## config.mk

```make
export PLATFORM = sky130hd
export DESIGN_NAME = pcie_ss_axis_rx_len_check_flat
export DESIGN_NICKNAME = d
export VERILOG_FILES = /design/src/rtl/pcie_ss_axis_rx_len_check_pkg.sv /design/src/rtl/pcie_ss_axis_rx_len_check_if.sv /design/src/rtl/pcie_ss_axis_rx_skid.sv /design/src/rtl/pcie_ss_axis_rx_len_check.sv /design/src/flat_wrapper.sv
export SDC_FILE = /design/constraint.sdc
export NUM_CORES = 2
export LEC_CHECK = 0
export CORE_AREA = 4 4 469 471
export CTS_CLUSTER_SIZE = 8
export DETAILED_ROUTE_END_ITERATION = 16
export DIE_AREA = 0 0 473 475
export PLACE_DENSITY = 0.52
export SYNTH_ARGS = -nofsm -noshare
export SYNTH_HDL_FRONTEND = slang
export SYNTH_HIERARCHICAL = 1
export SYNTH_SLANG_ARGS = --single-unit
```

## constraint.sdc

```tcl
create_clock -name clk -period 2.15 [get_ports clk]
set_input_delay 0.215 -clock clk [delete_from_list [all_inputs] [get_ports clk]]
set_output_delay 0.215 -clock clk [all_outputs]
set_load 0.01 [all_outputs]
```

## src/rtl/pcie_ss_axis_rx_len_check_pkg.sv

```systemverilog
// rtl/pcie_ss_axis_rx_len_check_pkg.sv - shared constants, state type and beat-count helper for the RX length checker
package pcie_ss_rx_len_pkg;

  localparam int HDR_BYTES    = 32;
  localparam int LEN_LSB      = 0;
  localparam int LEN_MSB      = 9;
  localparam int FMT_DATA_BIT = 30;

  typedef enum logic [1:0] {
    SOP     = 2'd0,
    PAYLOAD = 2'd1,
    DRAIN   = 2'd2
  } t_len_state;

  // len==0 with data encodes a 1024-DW (4 KiB) payload; result is 1..129 beats
  function automatic logic [7:0] exp_beats(input logic [9:0] len, input logic has_data,
                                           input int data_width);
    int pay_bytes;
    int beat_bytes;
    pay_bytes  = !has_data ? 0 : ((len == 10'd0) ? 4096 : int'(len) * 4);
    beat_bytes = data_width / 8;
    return 8'((HDR_BYTES + pay_bytes + beat_bytes - 1) / beat_bytes);
  endfunction

endpackage

```

## src/rtl/pcie_ss_axis_rx_len_check_if.sv

```systemverilog
// rtl/pcie_ss_axis_rx_len_check_if.sv - AXI-S beat bundle with master/slave views
interface pcie_ss_axis_rx_len_check_if #(
  parameter int DATA_WIDTH  = 512,
  parameter int TUSER_WIDTH = 10
);
  logic                      tvalid;
  logic                      tready;
  logic [DATA_WIDTH-1:0]     tdata;
  logic [DATA_WIDTH/8-1:0]   tkeep;
  logic [TUSER_WIDTH-1:0]    tuser;
  logic                      tlast;

  modport master (output tvalid, tdata, tkeep, tuser, tlast, input tready);
  modport slave  (input tvalid, tdata, tkeep, tuser, tlast, output tready);
endinterface

```

## src/rtl/pcie_ss_axis_rx_skid.sv

```systemverilog
// rtl/pcie_ss_axis_rx_skid.sv - 2-entry registered skid buffer for an opaque AXI-S payload
module pcie_ss_axis_rx_skid #(
  parameter int W = 8
) (
  input  logic         clk,
  input  logic         rst_n,
  input  logic         in_valid,
  output logic         in_ready,
  input  logic [W-1:0] in_data,
  output logic         out_valid,
  input  logic         out_ready,
  output logic [W-1:0] out_data
);

  logic         skid_valid;
  logic [W-1:0] skid_data;
  logic         push;

  assign in_ready = !skid_valid;
  assign push     = in_valid && in_ready;

  // The skid entry only fills when the output register is stalled, so readiness never depends on out_ready
  always_ff @(posedge clk or negedge rst_n) begin
    if (!rst_n) begin
      out_valid  <= 1'b0;
      out_data   <= '0;
      skid_valid <= 1'b0;
      skid_data  <= '0;
    end else if (!out_valid || out_ready) begin
      if (skid_valid) begin
        out_valid  <= 1'b1;
        out_data   <= skid_data;
        skid_valid <= 1'b0;
      end else begin
        out_valid <= push;
        if (push) begin
          out_data <= in_data;
        end
      end
    end else if (push) begin
      skid_valid <= 1'b1;
      skid_data  <= in_data;
    end
  end

endmodule

```

## src/rtl/pcie_ss_axis_rx_len_check.sv

```systemverilog
// rtl/pcie_ss_axis_rx_len_check.sv - per-TLP beat-count checker: passes good TLPs, truncates long ones, flags short ones
module pcie_ss_axis_rx_len_check
  import pcie_ss_rx_len_pkg::*;
#(
  parameter int DATA_WIDTH  = 512,
  parameter int TUSER_WIDTH = 10,
  parameter int CNT_WIDTH   = 16
) (
  input  logic                 clk,
  input  logic                 rst_n,
  pcie_ss_axis_rx_len_check_if.slave  rx,
  pcie_ss_axis_rx_len_check_if.master tx,
  output logic                 err_short,
  output logic                 err_long,
  output logic [CNT_WIDTH-1:0] err_short_cnt,
  output logic [CNT_WIDTH-1:0] err_long_cnt
);

  localparam int KEEP_WIDTH = DATA_WIDTH / 8;
  localparam int PW         = DATA_WIDTH + KEEP_WIDTH + TUSER_WIDTH + 1;

  t_len_state    state, state_d;
  logic [7:0]    bcnt;
  logic [7:0]    exp_q;
  logic [7:0]    exp_sop;
  logic          rdy_en;
  logic          skid_in_ready;
  logic          rx_hs;
  logic          force_last;
  logic          short_d;
  logic          long_d;
  logic [PW-1:0] skid_in;
  logic [PW-1:0] skid_out;

  assign exp_sop  = exp_beats(rx.tdata[LEN_MSB:LEN_LSB], rx.tdata[FMT_DATA_BIT], DATA_WIDTH);
  assign rx.tready = rdy_en && ((state == DRAIN) || skid_in_ready);
  assign rx_hs    = rx.tvalid && rx.tready;

  always_ff @(posedge clk or negedge rst_n) begin
    if (!rst_n) begin
      state <= SOP;
    end else begin
      state <= state_d;
    end
  end

  always_comb begin
    state_d    = state;
    force_last = 1'b0;
    short_d    = 1'b0;
    long_d     = 1'b0;
    if (rx_hs) begin
      case (state)
        SOP: begin
          if (exp_sop == 8'd1) begin
            force_last = 1'b1;
            if (!rx.tlast) begin
              long_d  = 1'b1;
              state_d = DRAIN;
            end
          end else if (rx.tlast) begin
            short_d = 1'b1;
          end else begin
            state_d = PAYLOAD;
          end
        end
        PAYLOAD: begin
          if (bcnt + 8'd1 == exp_q) begin
            force_last = 1'b1;
            if (rx.tlast) begin
              state_d = SOP;
            end else begin
              long_d  = 1'b1;
              state_d = DRAIN;
            end
          end else if (rx.tlast) begin
            short_d = 1'b1;
            state_d = SOP;
          end
        end
        DRAIN: begin
          if (rx.tlast) begin
            state_d = SOP;
          end
        end
        default: state_d = SOP;
      endcase
    end
  end

  // rdy_en holds off upstream for the first cycle after reset release
  always_ff @(posedge clk or negedge rst_n) begin
    if (!rst_n) begin
      rdy_en        <= 1'b0;
      bcnt          <= 8'd0;
      exp_q         <= 8'd0;
      err_short     <= 1'b0;
      err_long      <= 1'b0;
      err_short_cnt <= '0;
      err_long_cnt  <= '0;
    end else begin
      rdy_en    <= 1'b1;
      err_short <= short_d;
      err_long  <= long_d;
      if (rx_hs) begin
        if (state == SOP) begin
          bcnt  <= 8'd1;
          exp_q <= exp_sop;
        end else begin
          bcnt <= bcnt + 8'd1;
        end
      end
      if (err_short && (err_short_cnt != '1)) begin
        err_short_cnt <= err_short_cnt + 1'b1;
      end
      if (err_long && (err_long_cnt != '1)) begin
        err_long_cnt <= err_long_cnt + 1'b1;
      end
    end
  end

  assign skid_in = {rx.tlast | force_last, rx.tuser, rx.tkeep, rx.tdata};

  pcie_ss_axis_rx_skid #(.W(PW)) u_skid (
    .clk       (clk),
    .rst_n     (rst_n),
    .in_valid  (rx.tvalid && rdy_en && (state != DRAIN)),
    .in_ready  (skid_in_ready),
    .in_data   (skid_in),
    .out_valid (tx.tvalid),
    .out_ready (tx.tready),
    .out_data  (skid_out)
  );

  assign {tx.tlast, tx.tuser, tx.tkeep, tx.tdata} = skid_out;

endmodule

```

## src/flat_wrapper.sv

```systemverilog
// flat-port wrapper written by rule: the top's interface ports become plain ports
module pcie_ss_axis_rx_len_check_flat import pcie_ss_rx_len_pkg::*;
#(
  parameter int DATA_WIDTH  = 512,
  parameter int TUSER_WIDTH = 10,
  parameter int CNT_WIDTH   = 16
)
  (clk, rst_n, err_short, err_long, err_short_cnt, err_long_cnt, rx_tvalid, rx_tdata, rx_tkeep, rx_tuser, rx_tlast, rx_tready, tx_tvalid, tx_tdata, tx_tkeep, tx_tuser, tx_tlast, tx_tready);
  pcie_ss_axis_rx_len_check_if #(.DATA_WIDTH(DATA_WIDTH), .TUSER_WIDTH(TUSER_WIDTH)) rx_i ();
  pcie_ss_axis_rx_len_check_if #(.DATA_WIDTH(DATA_WIDTH), .TUSER_WIDTH(TUSER_WIDTH)) tx_i ();
  input  logic clk;
  input  logic rst_n;
  output logic err_short;
  output logic err_long;
  output logic [CNT_WIDTH-1:0] err_short_cnt;
  output logic [CNT_WIDTH-1:0] err_long_cnt;
  input wire logic [$bits(rx_i.tvalid)-1:0] rx_tvalid;
  input wire logic [$bits(rx_i.tdata)-1:0] rx_tdata;
  input wire logic [$bits(rx_i.tkeep)-1:0] rx_tkeep;
  input wire logic [$bits(rx_i.tuser)-1:0] rx_tuser;
  input wire logic [$bits(rx_i.tlast)-1:0] rx_tlast;
  output wire logic [$bits(rx_i.tready)-1:0] rx_tready;
  output wire logic [$bits(tx_i.tvalid)-1:0] tx_tvalid;
  output wire logic [$bits(tx_i.tdata)-1:0] tx_tdata;
  output wire logic [$bits(tx_i.tkeep)-1:0] tx_tkeep;
  output wire logic [$bits(tx_i.tuser)-1:0] tx_tuser;
  output wire logic [$bits(tx_i.tlast)-1:0] tx_tlast;
  input wire logic [$bits(tx_i.tready)-1:0] tx_tready;
  assign rx_i.tvalid = rx_tvalid;
  assign rx_i.tdata = rx_tdata;
  assign rx_i.tkeep = rx_tkeep;
  assign rx_i.tuser = rx_tuser;
  assign rx_i.tlast = rx_tlast;
  assign rx_tready = rx_i.tready;
  assign tx_tvalid = tx_i.tvalid;
  assign tx_tdata = tx_i.tdata;
  assign tx_tkeep = tx_i.tkeep;
  assign tx_tuser = tx_i.tuser;
  assign tx_tlast = tx_i.tlast;
  assign tx_i.tready = tx_tready;
  pcie_ss_axis_rx_len_check #(.DATA_WIDTH(DATA_WIDTH), .TUSER_WIDTH(TUSER_WIDTH), .CNT_WIDTH(CNT_WIDTH)) u_core (.clk(clk), .rst_n(rst_n), .rx(rx_i), .tx(tx_i), .err_short(err_short), .err_long(err_long), .err_short_cnt(err_short_cnt), .err_long_cnt(err_long_cnt));
endmodule
```

; Yosys cells after proc, flatten, opt, wreduce, memory -nomap -nowiden
; Index checks and enable logic that the tools add are counted.
[totals]
reg_bits = 1229
inputBits = 591
out_inout_bits = 623
word_cells = 79
[op_classes]
add_sub_neg = 7
eq_ne = 8
muxes = 29
bitwise = 3
reduce_logical = 20
[ops]
columns = operator, n
row1 = 587-bit two-way mux, 2
row2 = 16-bit by 1-bit adder with 16-bit output (second input constant), 2
row3 = 32-bit by 8-bit adder with 32-bit output (second input constant), 1
row4 = 7-bit by 32-bit adder with 32-bit output (first input constant), 1
row5 = 32-bit two-way mux, 1
row6 = 16-bit inequality test (second input constant), 2
row7 = 32-bit by 2-bit subtractor with 32-bit output (second input constant), 1
row8 = 1-bit two-way mux, 14
row9 = 13-bit two-way mux, 1
row10 = 2-bit two-way mux, 6
row11 = 10-bit zero test, 1
row12 = 8-bit by 1-bit adder with 8-bit output, 1
row13 = 8-bit by 1-bit adder with 8-bit output (second input constant), 1
row14 = 8-bit by 1-bit equality test with 1-bit output (second input constant), 1
row15 = 8-bit equality test, 1
row16 = 8-bit two-way mux, 1
row17 = 2-bit AND reduction, 4
row18 = 1-bit logical AND, 7
row19 = 1-bit one-hot mux with 2 select lines, 3
row20 = 2-bit one-hot mux with 3 select lines, 1
row21 = 6-bit OR reduction, 1
row22 = 2-bit inequality test (second input constant), 2
row23 = 2-bit nonzero test, 2
row24 = 2-bit by 1-bit equality test with 1-bit output (second input constant), 1
row25 = other kinds (7), 9

; Depth between registers and ports, before layout
[logic_depth]
depth_word = 16
depth_mapped = 10
depth_no_buf = 9

; Modules after synthesis
; Netlist, hierarchy kept.
[modules_own_cells]
columns = module, n_inst, cells_each, area_per_inst_um2, seq_area_each_um2
row1 = pcie_ss_axis_rx_skid, 1, 3140, 51876.0, 29428.2
row2 = pcie_ss_axis_rx_len_check, 1, 286, 2859.0, 1326.3

; Worst setup path after synthesis
; OpenSTA, ideal clock, no wires.
[synth_timing]
path_kind = register to register
startpoint = register u_core.bcnt[1]
endpoint = register u_core.u_skid.out_data[586]
setup_ns = 0.125
arrival_time_ns = 1.996
required_time_ns = 2.025
path_slack_ns = 0.029
path_stages_with_launch = 11
path_buffers = 1
period_less_slack_ns = 2.121
path_cell_list = dfrtp_1 ha_1 buf_4 nand3_1 or3_1 o211ai_1 nor3_1 nand3_2 o21ai_1 mux2_2 mux2_2
[synth_between]
elab_chain_cells = 8
[synth_rtl]
columns = item, line
row1 = from (decl), pcie_ss_axis_rx_len_check.sv:23  ; logic [7:0] bcnt;
row2 = from (signal assigned), pcie_ss_axis_rx_len_check.sv:110  ; bcnt <= bcnt + 8'd1;
row3 = 8-bit by 1-bit adder with 8-bit output, pcie_ss_axis_rx_len_check.sv:68  ; if (bcnt + 8'd1 == exp_q) begin
row4 = 8-bit equality test, pcie_ss_axis_rx_len_check.sv:68
row5 = 1-bit two-way mux, pcie_ss_axis_rx_len_check.sv:68
row6 = 1-bit one-hot mux with 2 select lines, pcie_ss_axis_rx_len_check.sv:53  ; case (state)
row7 = 1-bit two-way mux, pcie_ss_axis_rx_len_check.sv:52  ; if (rx_hs) begin
row8 = 1-bit bitwise OR, pcie_ss_axis_rx_len_check.sv:122  ; assign skid_in = {rx.tlast | force_last, rx.tuser, rx.tkeep, rx.tdata};
row9 = net u_core.skid_in[586], pcie_ss_axis_rx_len_check.sv:32  ; logic [PW-1:0] skid_in;
row10 = 587-bit two-way mux, pcie_ss_axis_rx_skid.sv:36  ; if (push) begin
row11 = 587-bit two-way mux, pcie_ss_axis_rx_skid.sv:30  ; if (skid_valid) begin
row12 = to (signal assigned), pcie_ss_axis_rx_skid.sv:32  ; out_data <= skid_data;
row13 = to (signal assigned), pcie_ss_axis_rx_skid.sv:37  ; out_data <= in_data;
row14 = to (decl), pcie_ss_axis_rx_skid.sv:12  ; output logic [W-1:0] out_data
; The timed path passes the listed nets, and every way through them passes these cells. The select of a mux whose other input is x is not followed.
; A chain may end at the register's enable or synchronous reset.

; Final worst setup path
; Ends and elaborated chain as after synthesis.

==> impl_metrics.yaml <==
outcome:
  status: "complete, no violations"
finish:
  layout_commonest_cell: "dfrtp_1"
  final_area_um2: 80300
  layout-drive-gt1-share: 0.351
  area_growth_pct: 46.7
  nets: 5773
  layout.cells.most_common_list: "dfrtp_1 (1,223), clkdlybuf4s50_1 (1,176), mux2_2 (1,032)"
  num-fill-cells: 20666
critical_path:
  path_cells: "ha_4 > buf_6 > and4b_1 > nand3_1 > o311ai_2 > a22o_2 > nand3_2 > o21ai_2 > mux2_4 > mux2_2"
  slowest_stage: "dfrtp_1"
  path_class: "flip-flop to flip-flop"
  worst-r2r-setup-slack_ps: 10
  crit_fanout: 4
  cp.arrival_ps: 2800
  endpoint_kind: "flip-flop"
  critical-path-max-stage-delay_ps: 400
  critical_path.startpoint_type: "flip-flop"
  required_ps: 2810
synthesis:
  synthCells: 3426
  syn_area_um2: 54700
  synth-seq-cells: 1229
  yosysUniqueCellTypes: 63
  synth_edf_count: 0
  syn_nets: 4020
  synth_seq_area_share: 0.562
  yosysWarnings: 6
  ys.flop_type: "dfrtp_1"
  postSynth.asyncResetShare: 1.00
  avgSynthCellArea_um2: 16.0
pwr:
  vdd_ir_drop_max_mv: 0.758
  totalPowerFinal_mw: 101
  power.density_nw_per_um2: 1260
  leakage_nw: 33.7
grt:
  antenna_found_initial: 38
  grt_overflow_total: 0
  grt_pass1_wl_mm: 265
  grt_use_total: 0.158
  grt_pass1_vias: 37985
  grt_max_degree: 75
drt:
  drc: 0
  vias_per_cell: 4.34
  dr.pass1.iters: 5
  vias: 35045
  drt-total-wl_mm: 184
  postRouteAntennaNets: 0
  drtIter0Drc: 1118
  wl_per_cell_um: 22.8
floorplan:
  die_h_um: 475
  row_count: 171
  ios: 1214
  die_x_um: 473
  core_um2: 216000
  design.die.area_um2: 225000
  start_util: 0.253
clock_network:
  cts_max_path_buffers: 3
  cts_tree: "done"
  cts.sinks: 1229
  cts-root-buf: "clkbuf_16"
  clk_latency_ps: 800
  numCtsBuffers: 173
  htree_levels: 4
  clk_pin_slew_ps: 50
timing:
  rsz0062_at_grt: "yes"
  slew_viol_final: 0
  finClkSkew_ps: 36.7
  setup_viol: 0
  worst_pin_slew_ps: 688
  hold_viol_final: 0
  post-route-period-util: 0.995
  setup_ws_ps: 10.7
  post-route-min-period_ps: 2140
  slew_headroom: 0.541
  fmax_ghz: 0.467
  fin_hold_ws_ps: 90.3
place:
  dp_hpwl_mm: 137
  placed_area_um2: 71400
  io_buffers: 1213
  gp_congestion: 0.812
  pre_cts_ws_ps: -482
flow_run:
  cap_violations: 0
min_path:
  worstHoldPathType: "input pin to flip-flop"
[synthesized netlist by cell type (all sizes together) (2+ instances only)]
cell type,instances,area [µm²]
clkbuf,5,28.8
nand4,8,50.1
nor2,28,105
xor2,15,139
and3,7,48.8
mux2,1764,21000
buf,197,1460
ha,3,37.5
o31ai,6,58.8
a22o,2,18.8
nand2b,2,20.0
o21ai,14,81.3
o22ai,2,18.8
xnor2,30,263
nor3,5,25.0
inv,6,22.5
nand3,20,110
dfrtp,1229,30800
a21o,4,31.3
nor4,3,33.8
a41oi,2,17.5
nand2,42,165
a21oi,6,30.0
or2,3,18.8
nand3b,3,22.5
or3,2,17.5
and4,2,21.3
[per-stage QoR]
step	std cells	utilization	TNS (ps)
after floorplan	3426	-	0
after global placement	7496	0.330	-364400
after detailed placement	7496	0.330	-353910
after CTS	8042	0.369	-6.56
after global routing	8067	0.371	-1620
final	8070	0.372	0
[sequential cells by signal, indices dropped and copies added (netlist names)]
register	cells
u_core/err_short_cnt	16
u_core/u_skid/out_valid	1
u_core/exp_q	8
u_core/u_skid/skid_valid	1
u_core/err_long_cnt	16
u_core/err_short	1
u_core/u_skid/skid_data	587
u_core/err_long	1
u_core/rdy_en	1
u_core/state	2
u_core/bcnt	8
u_core/u_skid/out_data	587
[kinds of logic (layout without fill, tap and decap cells)]
family                   Yosys count  after routing  synth area share
XOR/XNOR                          45             45           0.00734
AND/OR/NAND/NOR                  130            130            0.0125
AO/OA/AOI/OAI                     46             46           0.00633
multiplexers                    1764           1764             0.384
adder cells (fa/ha/maj)            3              3          0.000686
buffers and inverters            208           1982            0.0277
flip-flops                      1229           1229             0.562
other                              1             17         0.0000685
[routing by layer]
metal,vias up,wire length (µm),GRT usage,part of all wire
met5,-,202,0,0.0011
met4,32,4650,0.0467,0.025
met3,266,14500,0.0569,0.079
met2,992,87600,0.261,0.48
met1,17999,77000,0.194,0.42
li1,15756,-,-,-
[final cells by class]
type,instances,area (µm²),share of cell area
repair buffers,1780,18500,0.231
flip-flops and latches,1229,30800,0.383
clock inverters,13,258,0.00321
diodes,16,40.0,0.000499
well taps,2854,3570,0.0445
multi-input cells,1989,22600,0.282
inverters,6,25.0,0.000312
clock buffers,183,4440,0.0553
[timing repair]
| item | in CTS | in global routing |
|---|---|---|
| resized for setup | 78 | 57 |
| hold buffers | 332 | 0 |
| cloned | 5 | 8 |
| setup endpoints to repair | 959 | 283 |
| pin swaps | 1 | 4 |
| endpoints found under the hold margin | 1485 | 0 |
| setup buffers | 13 | 4 |
[final timing paths]
| path | start | endpoint | cells after the start |
|---|---|---|---|
| worst min register to register | u_core/u_skid/skid_data[244] | u_core/u_skid/skid_data[244] | 1 |
| min in group asynchronous | rst_n | u_core/u_skid/skid_data[487] | 2 |
| worst min-delay path | rx_tdata[169] | u_core/u_skid/skid_data[169] | 2 |
| worst max register to register | u_core/bcnt[1] | u_core/u_skid/out_data[586] | 10 |
| max in group asynchronous | rst_n | u_core/u_skid/skid_data[331] | 3 |
| worst max-delay path | u_core/bcnt[1] | u_core/u_skid/out_data[586] | 10 |
[power by group]
group	switching, mW	total, mW	internal (mW)
Clock	10.1	24.9	14.8
Sequential	6.38	41.0	34.6
Combinational	13.7	35.1	21.4
Total	30.2	101	70.8
[worst max-delay path: cells and delay by family, from the launching register on]
family          cells  cell delay [ps]
compound gates      3              410
fa+ha+maj           1              190
simple gates        3              360
buf+inv             1              110
flops               1              400
mux                 2              530
Power figures use the tool's default switching activity.
